[src/rtl/if_id_queue.sv]
// IF/ID boundary queue: DEPTH-entry in-order FIFO between fetch and decode.
// Ports: clk, reset (async, active-low), flush, in_* (fetch side, valid/ready), out_* (decode side), count.
module if_id_queue #(
  parameter int XLEN = 32,
  parameter int ILEN = 32,
  parameter int DEPTH = 2,
  parameter logic [ILEN-1:0] NOP_INSTR = 32'h00000013,
  localparam int CW = $clog2(DEPTH + 1),
  localparam int PW = (DEPTH > 1) ? $clog2(DEPTH) : 1
) (
  input  logic            clk,
  input  logic            reset,
  input  logic            flush,
  input  logic            in_valid,
  output logic            in_ready,
  input  logic [ILEN-1:0] in_instr,
  input  logic [XLEN-1:0] in_pc,
  input  logic            in_pred_taken,
  output logic            out_valid,
  input  logic            out_ready,
  output logic [ILEN-1:0] out_instr,
  output logic [XLEN-1:0] out_pc,
  output logic            out_pred_taken,
  output logic [CW-1:0]   count
);

  logic [ILEN-1:0] instr_q [DEPTH];
  logic [XLEN-1:0] pc_q    [DEPTH];
  logic            pred_q  [DEPTH];

  logic [PW-1:0] wr_ptr_q, wr_ptr_d;
  logic [PW-1:0] rd_ptr_q, rd_ptr_d;
  logic [CW-1:0] count_q, count_d;

  logic            push, pop, empty;
  logic [ILEN-1:0] wr_instr;

  assign empty    = (count_q == '0);
  assign in_ready = (count_q < CW'(DEPTH));
  assign out_valid = !empty;
  assign count    = count_q;

  assign push = in_valid && in_ready && !flush;
  assign pop  = out_valid && out_ready && !flush;

  // All-zero fetch words become the canonical NOP on the way in.
  assign wr_instr = (in_instr == '0) ? NOP_INSTR : in_instr;

  function automatic logic [PW-1:0] nxt(input logic [PW-1:0] p);
    return (p == PW'(DEPTH - 1)) ? '0 : p + PW'(1);
  endfunction

  always_comb begin
    wr_ptr_d = wr_ptr_q;
    rd_ptr_d = rd_ptr_q;
    count_d  = count_q;
    if (flush) begin
      wr_ptr_d = '0;
      rd_ptr_d = '0;
      count_d  = '0;
    end else begin
      if (push) wr_ptr_d = nxt(wr_ptr_q);
      if (pop)  rd_ptr_d = nxt(rd_ptr_q);
      case ({push, pop})
        2'b10:   count_d = count_q + CW'(1);
        2'b01:   count_d = count_q - CW'(1);
        default: count_d = count_q;
      endcase
    end
  end

  always_ff @(posedge clk or negedge reset) begin
    if (!reset) begin
      wr_ptr_q <= '0;
      rd_ptr_q <= '0;
      count_q  <= '0;
    end else begin
      wr_ptr_q <= wr_ptr_d;
      rd_ptr_q <= rd_ptr_d;
      count_q  <= count_d;
    end
  end

  always_ff @(posedge clk or negedge reset) begin
    if (!reset) begin
      for (int i = 0; i < DEPTH; i++) begin
        instr_q[i] <= NOP_INSTR;
        pc_q[i]    <= '0;
        pred_q[i]  <= 1'b0;
      end
    end else if (push) begin
      instr_q[wr_ptr_q] <= wr_instr;
      pc_q[wr_ptr_q]    <= in_pc;
      pred_q[wr_ptr_q]  <= in_pred_taken;
    end
  end

  // Empty queue never exposes stale storage.
  always_comb begin
    out_instr      = NOP_INSTR;
    out_pc         = '0;
    out_pred_taken = 1'b0;
    if (!empty) begin
      out_instr      = instr_q[rd_ptr_q];
      out_pc         = pc_q[rd_ptr_q];
      out_pred_taken = pred_q[rd_ptr_q];
    end
  end

endmodule

[config.mk]
export PLATFORM = sky130hd
export DESIGN_NAME = if_id_queue
export DESIGN_NICKNAME = d
export VERILOG_FILES = /design/src/rtl/if_id_queue.sv
export SDC_FILE = /design/constraint.sdc
export NUM_CORES = 1
export LEC_CHECK = 0
export CAP_MARGIN = 30
export CORE_AREA = 2 2 127 129
export DETAILED_ROUTE_END_ITERATION = 12
export DIE_AREA = 0 0 129 131
export PLACE_DENSITY_LB_ADDON = 0.3
export SLEW_MARGIN = 20
export SYNTH_ARGS = -nofsm -noshare
export SYNTH_HDL_FRONTEND = slang
export SYNTH_SLANG_ARGS = --single-unit
[constraint.sdc]
create_clock -name clk -period 2.2 [get_ports clk]
set_input_delay 0.44 -clock clk [delete_from_list [all_inputs] [get_ports clk]]
set_output_delay 0.44 -clock clk [all_outputs]
set_load 0.05 [all_outputs]
# Yosys cells after proc, flatten, opt, wreduce, memory -nomap -nowiden
# Cells that the tools add are included.
# classes
add_sub_neg,4
magnitude_cmp,4
eq_ne,2
mux,28
n_bitwise,2
reduce_logical,12
# op_table
cell,n
two-way mux 32 bit,10
bitwise mux 64 bit,2
demux 32 bit (select 1 bit),1
zero test 32 bit,1
two-way mux 1 bit,11
logical AND 1 bit,5
>= comparator 2 bit (second input constant),2
inverter 1 -> 2 bit,2
one-hot mux 2 bit (2 select lines),1
nonzero test 2 bit,2
nonzero test 3 bit,1
adder 1 bit (second input constant),2
adder 2 x 1 -> 2 bit (second input constant),1
bitwise mux 2 bit,1
equality test 2 x 1 -> 1 bit (second input constant),1
equality test 2 bit (second input constant),1
zero test 1 bit,2
zero test 2 bit,1
less-than comparator 2 x 1 -> 1 bit (second input constant),1
less-than comparator 2 bit (second input constant),1
two-way mux 2 bit,1
subtractor 2 x 1 -> 2 bit (second input constant),1
demux 1 bit (select 1 bit),1
# totals
ff_bits,134
inputBits,70
output_inout_bits,69
word_cells,61

# Logic depth before layout (Yosys ltp)
# depth
depth_word,7
mapped_depth,6

# Worst setup path before layout
# Ideal clock, no wire load.
# synth_path
path_type,reg-to-output
from,"register count_q[0], in the netlist count[0]"
to,output port out_instr[10]
arrival_time_ns,1.830
t_required_ns,1.760
slack_ns,-0.070
path_stages_with_launch,4
path_buffers,1
path_cell_list,dfrtp_1 nor2_1 clkbuf_1 nor2_1
# synth_between
elab_chain_cells,2
# synth_rtl
item,line,text
from (decl),33,"logic [CW-1:0] count_q, count_d;"
from (signal assigned),80,count_q <= count_d;
zero test 2 bit,38,assign empty = (count_q == '0);
two-way mux 32 bit,103,if (!empty) begin
to (decl),21,"output logic [ILEN-1:0] out_instr,"
# Every way passes these cells.

# Worst setup path in the final report
# layout_path
from,"register count_q[1], in the netlist count[1]"
to,output port in_ready
# layout_between
elab_chain_cells,1
# layout_rtl
item,line,text
less-than comparator 2 bit,39,assign in_ready = (count_q < CW'(DEPTH));
to (decl),15,"output logic in_ready,"
# Every way passes these cells.

==> impl_metrics.toml <==
[critical_path]
reg2reg_from = "count[1]"
end_kind = "primary output"
critPathKind = "reg -> out"
max_stage_delay_ns = 0.79
r2r-end = "instr_q[14]"
crit_required_ns = 1.76
cp-start-kind = "flop"
critPathArrivalTime_ns = 1.71
crit_chain = "inv_1 -> clkdlybuf4s50_1"
slowest_stage = "clkdlybuf4s50_1"
cp_max_fo = 6
r2r_cells = 4
ff2ff_setup_slack_ns = 0.48

[layout]
final_area_mm2 = 0.00885
multi_input_area_mm2 = 0.00258
drive_above_1_share = 0.391
instances_no_fill = 837
fill_cells = 1260
final_util = 0.567
antenna_cells = 0
seqCellArea_mm2 = 0.00337
syn2layout_area_growth_pct = 45.7
fin_nets = 678

[logic_synthesis]
synth_top_area_share = 0.527
synth_area_mm2 = 0.00607
ys_seq_elements = 134
yosys_warnings = 0
ys.flop_type = "dfrtp_1"
ys_top_cells_by_area = "dfrtp_1 (53%), mux2_2 (20%), mux2i_1 (11%), nor2_1 (4.4%), mux2_1 (2.8%)"
synth_edf_count = 0
yosys.area.top_type = "dfrtp_1"
yosys.cell_count.top_type = "dfrtp_1"
synthCells = 463
synthesis.nets = 533
netlist_top_cells_count = "dfrtp_1 (128), mux2_2 (109), nor2_1 (72)"
yosysSeqAreaShare = 0.553
postSynthAreaPerCell_um2 = 13.1
async_flop_share = 1.00
synth.distinct_cells = 25

[sta]
finalSetupViolations = 0
fmax_mhz = 466
whs_ns = 0.0000166
period_share = 0.975
rsz0062_at_grt = "yes"
tightest_slew_ns = 0.526
drv_slew = 0
relSlewSlack = 0.650
finalClockSkew_ns = 0.00398
post-route-min-period_ns = 2.15
hold_viol = 0

[cts]
clk_pin_slew_ns = 0.05
cts.path.max_buffers = 2
clk_latency_ns = 0.41
numCtsBuffers = 17
cts_tree = "done"
cts-htree-levels = 4
cts.sinks = 134
root_buffer = "clkbuf_16"

[floorplan]
ios = 139
dieArea_mm2 = 0.0169
row_count = 46
die_height_um = 131
core_area_mm2 = 0.0156
die_x_um = 129
initial_core_util = 0.389

[global_route]
grt_pass1_wl_um = 22200
grt_max_degree = 39
grt_pass1_vias = 4338
track_usage = 0.172
antenna_found_initial = 0
grt-ovfl-total = 0

[job]
drv_cap = 0

[detailed_routing]
drtPass1Iterations = 4
drtAntennaViolNets = 0
drc = 0
finalWirelength_um = 13700
drt-initial-drc-count = 163
wl_per_cell_um = 16.4
vias = 4073
vias_per_cell = 4.87

[placement]
place_area_mm2 = 0.00811
dpl.hpwl_um = 9460
io_buffer_count = 138
placed_cells = 800
gp_congestion = 0.727

[worst_hold_path]
hp-class = "in -> async"

[power]
power_density_mw_per_mm2 = 1020
cellLeakagePower_nw = 3.63
ir_worst_vdd_v = 0.000497

[run_status]
status = "finished clean"
layer usage:
metal | track usage | wire [um] | up-vias
li1 | - | - | 1911
met3 | 0.0472 | 714 | 19
met4 | 0.0595 | 187 | 0
met1 | 0.211 | 6090 | 2037
met2 | 0.295 | 6750 | 106
met5 | 0 | 0 | -
power by group:
group	total, W	internal, W	switching (W)
registers	0.00351	0.00317	0.000344
logic	0.00244	0.00124	0.00120
clock network	0.00310	0.00212	0.000984
total	0.00906	0.00653	0.00253
cells in the final DEF, fill, tap and decap left out:
cell type and count:
mux2_2 109, a31oi_1 6, a211oi_1 1, nand3_1 1
buf_12 48, dlygate4sd2_1 2, a21oi_1 2, buf_16 1
mux2_1 15, bufinv_16 6, nand4_1 2, xor2_1 3
dfrtp_4 1, nor3b_1 1, clkdlybuf4s50_1 69, clkbuf_1 5
buf_4 35, dfstp_2 6, nor3b_4 1, inv_1 5
nor4_1 8, nand2b_4 1, nand2_1 1, o21ai_0 1
nor2_1 66, dfrtp_1 125, clkbuf_16 17, nor2_4 1
clkinv_2 3, mux2i_1 65, nor2_2 5, dfrtp_2 2
nand2_2 3, or2_2 1, nor3_4 1, clkinvlp_4 2
per-stage QoR:
step / total power (W) / setup WS, ns / setup TNS, ns
floorplan: 0.00499 / -0.0701 / -4.21
global placement: 0.00587 / 0.0435 / 0
detailed placement: 0.00598 / -0.0162 / -0.0162
CTS: 0.00915 / 0.00150 / 0
global route: 0.00950 / -0.00152 / -0.00152
finish: 0.00906 / 0.0547 / 0
registers in the layout, indices dropped and copies added (netlist names):
name      count
count         2
wr_ptr_q      1
rd_ptr_q      1
pc_q         64
pred_q        2
instr_q      64
cell type report:
type / count / area share
timing repair buffer: 155 / 0.221
sequential: 134 / 0.381
clock inverter: 10 / 0.0229
tap: 216 / 0.0306
inverter: 6 / 0.00297
clock buffer: 22 / 0.0502
multi-input combinational: 294 / 0.291
logic make-up (layout without fill, tap and decap cells):
kind of cell	count (synthesis)	after routing	share of synthesized area
AOI/OAI and AO/OA	10	10	0.00989
xor gates and xnor gates	3	3	0.00433
buffers and inverters	35	193	0.0290
DFF	134	134	0.553
muxes	189	189	0.337
and+or+nand+nor	92	92	0.0663
worst max path at each step:
stage / startpoint / cells after the start / slack (ns) / end
finish: count[1] / 2 / 0.05 / in_ready
global route: rd_ptr_q / 4 / -0.002 / out_instr[30]
CTS: count[1] / 5 / 0.002 / out_pc[16]
detailed placement: in_instr[24] / 5 / -0.02 / instr_q[32]
global placement: flush / 4 / 0.04 / instr_q[12]
floorplan: count[0] / 3 / -0.07 / out_instr[10]
worst max-delay path, delay by kind of cell (launching register included):
kind | cells | cell delay [ns]
buffers and inverters | 2 | 0.85
flip-flops | 1 | 0.45
repair_timing:
item	4_1_cts	5_1_grt
endpoints found under the setup margin	5	22
gates resized for setup	4	7
cloned	1	0
setup buffers	2	2
hold buffers	0	0
pin swaps	1	1
(Power assumes the default switching activity.)
